$ cat config.mk
export PLATFORM = sky130hd
export DESIGN_NAME = timer_ctrl_bank
export DESIGN_NICKNAME = d
export VERILOG_FILES = /design/src/rtl/timer_ctrl_bank.sv
export SDC_FILE = /design/constraint.sdc
export NUM_CORES = 1
export LEC_CHECK = 0
export ABC_AREA = 1
export CORE_UTILIZATION = 41
export CTS_CLUSTER_SIZE = 40
export DETAILED_ROUTE_END_ITERATION = 8
export MAX_ROUTING_LAYER = met4
export PLACE_DENSITY_LB_ADDON = 0.1
export SKIP_CTS_REPAIR_TIMING = 1
export SYNTH_ARGS = -nofsm -noshare
export SYNTH_HDL_FRONTEND = slang
export SYNTH_SLANG_ARGS = --single-unit
$ cat constraint.sdc
create_clock -name i_clk_sys -period 1 [get_ports i_clk_sys]
set_input_delay 0.1 -clock i_clk_sys [delete_from_list [all_inputs] [get_ports i_clk_sys]]
set_output_delay 0.1 -clock i_clk_sys [all_outputs]
set_load 0.01 [all_outputs]
$ cat src/rtl/timer_ctrl_bank.sv
// Register bank for NUM_CH timer channels: TCR control, TIS sticky status (W1C), TIE enables (TIMER_CTRL_BANK_TIE_EN).
// Latency: reads return 1 cycle after i_rden, writes take effect on the next edge, o_irq is combinational from registers.
// Backpressure: none; every strobe is accepted and every read is answered on the following cycle.
module timer_ctrl_bank #(
    parameter int NUM_CH     = 4,
    parameter int DATA_WIDTH = 8,
    localparam int AW        = $clog2(NUM_CH) + 2
) (
    input  logic                         i_clk_sys,
    input  logic                         i_rst,
    input  logic                         i_wren,
    input  logic                         i_rden,
    input  logic [AW-1:0]                i_addr,
    input  logic [DATA_WIDTH-1:0]        i_datain,
    output logic [DATA_WIDTH-1:0]        o_dataout,
    output logic                         o_rvalid,
    input  logic [NUM_CH-1:0]            i_ovf,
    input  logic [NUM_CH-1:0]            i_udf,
    output logic [NUM_CH*DATA_WIDTH-1:0] o_tcr,
    output logic [NUM_CH-1:0]            o_load,
    output logic [NUM_CH-1:0]            o_irq,
    output logic                         o_irq_any
);

    localparam logic [1:0] REG_TCR = 2'd0;
    localparam logic [1:0] REG_TIS = 2'd1;
    localparam logic [1:0] REG_TIE = 2'd2;

    logic [AW-1:0]           ch_idx;
    logic [1:0]              reg_sel;
    logic                    ch_ok;
    logic [2*NUM_CH-1:0]     tis_flat;
    logic [DATA_WIDTH-1:0]   rd_mux;
    logic [DATA_WIDTH-1:0]   dout_q;
    logic                    rvalid_q;
`ifdef TIMER_CTRL_BANK_TIE_EN
    logic [2*NUM_CH-1:0]     tie_flat;
`endif

    assign ch_idx  = i_addr >> 2;
    assign reg_sel = i_addr[1:0];
    assign ch_ok   = (ch_idx < AW'(NUM_CH));

    for (genvar c = 0; c < NUM_CH; c++) begin : g_ch
        logic                  sel;
        logic                  wr_tcr;
        logic                  wr_tis;
        logic                  os_hit;
        logic [DATA_WIDTH-1:0] tcr_q;
        logic [1:0]            tis_q;
        logic                  load_q;

        assign sel    = ch_ok && (ch_idx == AW'(c));
        assign wr_tcr = i_wren && sel && (reg_sel == REG_TCR);
        assign wr_tis = i_wren && sel && (reg_sel == REG_TIS);
        // One-shot stop watches the terminal event matching the count direction.
        assign os_hit = tcr_q[2] && (tcr_q[1] ? i_udf[c] : i_ovf[c]);

        always_ff @(posedge i_clk_sys) begin
            if (i_rst) begin
                tcr_q  <= '0;
                tis_q  <= '0;
                load_q <= 1'b0;
            end else begin
                if (wr_tcr) begin
                    tcr_q <= {i_datain[DATA_WIDTH-1:4], 1'b0, i_datain[2:0]};
                end else if (os_hit) begin
                    tcr_q[0] <= 1'b0;
                end
                // Hardware set is OR-ed in after the clear so it wins a collision.
                tis_q  <= (tis_q & ~(wr_tis ? i_datain[1:0] : 2'b00)) | {i_udf[c], i_ovf[c]};
                load_q <= wr_tcr & i_datain[3];
            end
        end

        assign o_tcr[c*DATA_WIDTH +: DATA_WIDTH] = tcr_q;
        assign tis_flat[2*c +: 2]                = tis_q;
        assign o_load[c]                         = load_q;

`ifdef TIMER_CTRL_BANK_TIE_EN
        logic       wr_tie;
        logic [1:0] tie_q;

        assign wr_tie = i_wren && sel && (reg_sel == REG_TIE);

        always_ff @(posedge i_clk_sys) begin
            if (i_rst) begin
                tie_q <= '0;
            end else if (wr_tie) begin
                tie_q <= i_datain[1:0];
            end
        end

        assign tie_flat[2*c +: 2] = tie_q;
        assign o_irq[c]           = |(tis_q & tie_q);
`else
        assign o_irq[c] = |tis_q;
`endif
    end

    assign o_irq_any = |o_irq;

    // Read mux sees register state before this cycle's write, giving pre-write read data.
    always_comb begin
        rd_mux = '0;
        for (int c = 0; c < NUM_CH; c++) begin
            if (ch_ok && (ch_idx == AW'(c))) begin
                case (reg_sel)
                    REG_TCR: rd_mux = o_tcr[c*DATA_WIDTH +: DATA_WIDTH];
                    REG_TIS: rd_mux = DATA_WIDTH'(tis_flat[2*c +: 2]);
`ifdef TIMER_CTRL_BANK_TIE_EN
                    REG_TIE: rd_mux = DATA_WIDTH'(tie_flat[2*c +: 2]);
`endif
                    default: rd_mux = '0;
                endcase
            end
        end
    end

    always_ff @(posedge i_clk_sys) begin
        if (i_rst) begin
            rvalid_q <= 1'b0;
            dout_q   <= '0;
        end else begin
            rvalid_q <= i_rden;
            if (i_rden) begin
                dout_q <= rd_mux;
            end
        end
    end

    // A read landing while reset is asserted is abandoned, not reported.
    assign o_rvalid  = rvalid_q & ~i_rst;
    assign o_dataout = dout_q;

endmodule

======== Word-level counts from Yosys, hierarchy flattened ========
Index checks and enable logic that the tools add are counted.
word-level totals
  flip-flop bits (word level) ............. 49
  logic and storage cells ................. 96
  input port bits ......................... 24
cells by class
  reductions and logical operators ........ 31
  eq/ne operators ......................... 4
  bitwise gates (word level) .............. 18
  magnitude comparators ................... 1
  muxes and demuxes ....................... 24
operators by type and width
  operator            number
  $pmux 8 s2          4
  $mux 8              4
  $logic_and 1x1->1   20
  $mux 1              12
  $and 2x2->2         4
  $mux 2              4
  $not 2->2           4
  $or 2x2->2          4
  $reduce_bool 2->1   4
  $reduce_or 2->1     4
  $reduce_or 8->1     1
  $and 1x1->1         5
  $eq 2x1->1 const B  2
  $eq 2x2->1 const B  2
  $logic_not 4->1     1
  $lt 2x3->1 const B  1
  $logic_not 2->1     1
  $not 1->1           1

======== Depth between registers and ports, before layout ========
  depth after elaboration ................. 8
  gate-level depth with buffers ........... 9

======== Worst setup path after synthesis ========
OpenSTA, ideal clock, no wires.
  path type ............................... input to register
  start ................................... input port i_addr[0]
  end ..................................... register g_ch[0].tcr_q[0]
  slack ................................... -0.019 ns
  setup time .............................. 0.114 ns
  buffers on the path ..................... 2
  cell stages on the path ................. 8
  data required time ...................... 0.886 ns
  arrival ................................. 0.905 ns
  path through ............................ buf_6 nor2_8 nand2_4 nor2_4 inv_2 buf_6 o21ai_1 nor2_1
on the way
  cells in the longest elaborated chain, start to end .. 3
RTL lines
  element                                             line  RTL
  start, declared                                     13    input logic [AW-1:0] i_addr,
  $logic_not 2->1 *                                   54    assign wr_tcr = i_wren && sel && (reg_sel == REG_TCR);
  $logic_and 1x1->1 *                                 54
  $mux 1 / $reduce_bool 2->1 (equally long branches)  -
  end signal, assigned                                66    tcr_q <= {i_datain[DATA_WIDTH-1:4], 1'b0, i_datain[2:0]};
  end, declared                                       49    logic [DATA_WIDTH-1:0] tcr_q;
Every way passes the cells marked *; elsewhere a longest branch is shown, timed or not.
A chain may end at the register's enable or synchronous reset.

======== Final worst setup path ========
  start ................................... register g_ch[3].tis_q[0]
  end ..................................... output port o_irq_any
on the way
  cells in the longest elaborated chain, start to end .. 1
RTL lines
  element                 line  RTL
  start, declared         50    logic [1:0] tis_q;
  start signal, assigned  71    tis_q <= (tis_q & ~(wr_tis ? i_datain[1:0] : 2'b00)) | {i_udf[c], i_ovf[c]};
  $reduce_or 8->1         101   assign o_irq_any = |o_irq;
  end, declared           22    output logic o_irq_any
Every way passes these cells.

==> summary.md <==
| Metric | Value |
|---|---|
| Met1 WL | `3110 microns` |
| Cell area after synthesis | `2210 sq um` |
| Avg Inst Size Synth | `7.19 sq um` |
| Die area | `5680 sq um` |
| Vias | `2369` |
| Share of the synthesized area in the top cell type | `0.435` |
| Levels on crit path | `4` |
| Critical-path cell list | `or2_4 > nor2_4 > nand4_1 > buf_2` |
| Outcome | `complete, but fails checks` |
| Initial antenna violation count | `0` |
| Setup Skew | `4.62 ps` |
| Finished Cell Area | `3640 sq um` |
| Reg clk slew, reported paths | `90 ps` |
| Antenna Nets Post-Route | `0` |
| Post-Route WL | `6510 microns` |
| Failing checks | `setup timing` |
| RSZ-0062 raised after global routing | `yes` |
| Critical path's slowest cell | `dfxtp_2` |
| Final setup fails | `3` |
| Max Fanout on Critical Path | `2` |
| CP endpoint | `o_irq_any` |
| Crit. Startpoint | `g_ch[3].tis_q[0]` |
| Min Clock Period, post-route | `1300 ps` |
| PortBufs | `68` |
| # clock sinks | `48` |
| Yosys cell types | `24` |
| FF-to-FF path depth | `7` |
| PD cells | `1100 nW/um^2` |
| Final worst slack | `-296 ps` |
| Max layer used | `met4` |
| Max_cap viols | `0` |
| Worst vdd ir | `697 uV` |
| Fin crit share | `1.30` |
| Worst r2r dst | `o_dataout[0]` |
| DP Area | `3300 sq um` |
| Clock latency on the worst-skew pair | `300 ps` |
| Starting density of the core | `0.429` |
| Floorplan core area | `5140 sq um` |
| Die X | `75.4 microns` |
| Register bit count reported by yosys | `48` |
| Row count | `26` |
| CP endpoint kind | `output port` |
| Fmax | `772 MHz` |
| Final Max Tran Viols | `0` |
| GPL Wtd Cong | `0.815` |
| Max clock buf depth | `2` |
| Most frequent cell after synthesis | `nor2_1` |
| Syn Inst Count | `307` |
| Clock Tree Root | `clkbuf_8` |
| DP HPWL | `4800 microns` |
| First-pass GRT wire length | `9340 microns` |
| Avg WL per Cell | `13.1 microns` |
| Nets@finish | `450` |
| Share of layout cells above drive strength 1 | `0.274` |
| Worst setup path category | `flip-flop to output port` |
| Bufs and invs on worst path | `1` |
| Leakage Power | `0.00225 uW` |
| DR WL met3 | `300 microns` |
| Via density | `4.77` |
| I/O pin cnt | `74` |
| Critical Path RT | `900 ps` |
| Top delay family on crit path | `simple AND/OR/NAND/NOR gates` |
| # fillers | `467` |
| Largest area contributor in the netlist | `dfxtp_1` |
| Die height | `75.4 microns` |
| Vias in the first global route | `2054` |
| # H-tree levels | `2` |
| Hold WC Path Type | `input port to flip-flop` |
| Initial DRT Pass Iterations | `4` |
| Grt ovf | `0` |
| Synth Flop Type | `dfxtp_1` |
| Ant diodes | `0` |
| Largest net degree at the start of global routing | `37` |
| Crit path launch type | `flip-flop` |
| EDFF count, synth | `0` |
| Synth top cells by count | `54 x nor2_1, 48 x dfxtp_1, 44 x nand2_1` |
| DRC viols | `0` |
| CP arrival | `1200 ps` |
| Area added between synthesis and finish | `64.8%` |
| GRT Util Overall | `0.229` |
| CTS buffer count | `5` |
| DRT iter0 DRCs | `98` |
| Post-synthesis sequential area ratio | `0.435` |
| Synth area leaders | `dfxtp_1 44%, o21ai_0 9.5%, nor2_1 9.2%, nand2_1 7.5%, a21oi_1 5.4%` |
| Final Hold Fails | `0` |
| Ys Warns | `0` |
| Async SR Flop Fraction | `0` |
| Reg2Reg Setup Slack | `30 ps` |
| CTS tree | `yes` |
| Max incr delay on CP | `330 ps` |
| Routed wl met2 | `3020 microns` |
| Tot Pwr | `4000 uW` |
| RR Startpoint | `g_ch[2].tis_q[0]` |
placed cells by master, fill, tap and decap left out, types with 3 or more instances in the layout:
cell type	count
buf_4	46
clkbuf_8	6
nor2_1	49
dfxtp_2	10
buf_2	3
dfxtp_1	38
nand2_2	3
inv_1	24
nand3_4	3
nand3_2	10
o21ai_0	40
inv_2	6
nand2_1	41
a21oi_1	24
clkdlybuf4s50_1	17
buf_6	9
nor2_2	4
nand3_1	15
o21ai_1	7
dlymetal6s2s_1	45
conb_1	5
nor2_4	5
routing by layer:
layer  global-route usage  vias to the layer above
met5                    -                        -
met3               0.0463                        7
met1                0.316                     1076
li1                     -                     1223
met2                0.343                       63
met4               0.0597                        0
through the flow:
step	setup WS (ps)	hold slack (ps)	util	std cells	setup TNS, ps
floorplan	-19.1	234	-	311	-62.1
global placement	-568	469	0.642	487	-23510
detailed placement	-581	468	0.642	487	-24410
CTS	-746	376	0.661	495	-22380
global route	-377	150	0.708	497	-946
finish	-296	140	0.708	497	-634
worst min path at each step:
stage | from | endpoint | slack (ps) | cells after the start
after CTS | i_ovf[1] | g_ch[1].tis_q[0] | 380 | 3
after floorplan | i_ovf[0] | g_ch[0].tis_q[0] | 230 | 2
final | i_rst | g_ch[3].tis_q[1] | 140 | 2
after detailed placement | g_ch[0].tcr_q[6] | g_ch[0].tcr_q[6] | 470 | 2
after global routing | i_rst | g_ch[3].tis_q[1] | 150 | 2
after global placement | g_ch[0].tcr_q[6] | g_ch[0].tcr_q[6] | 470 | 2
state kept, by name, summed over array words and instances (netlist names):
| register | flops |
|---|---|
| g_ch.tcr_q | 28 |
| o_dataout | 7 |
| rvalid_q | 1 |
| g_ch.tis_q | 8 |
| g_ch.load_q | 4 |
worst register-to-register path: stages (launching register included):
cell and delay [ps]:
dfxtp_2 340, buf_6 110, nand3_2 60, nand2_1 50
nand2_1 70, nand3_2 90, nor2_2 110, nor2_1 50
area by class of cell:
cell class              count  area (sq um)  share of cell area
flip-flops and latches     48           973               0.268
multi-input cells         215          1120               0.309
clock inverters             2          13.8             0.00378
inverters                  33           133              0.0365
clock buffers               6          82.6              0.0227
repair buffers            123          1220               0.337
well taps                  70          87.6              0.0241
power breakdown:
part / internal, uW / switching [uW]
clock network: 567 / 674
registers: 1980 / 38.5
logic: 374 / 369
cells by family after synthesis:
logic type / share of synthesized area
AND/OR/NAND/NOR: 0.280
AO/OA/AOI/OAI: 0.173
buffers and inverters: 0.109
flip-flops: 0.435
other: 0.00170
Note: power is estimated with default switching activity, not from simulation.
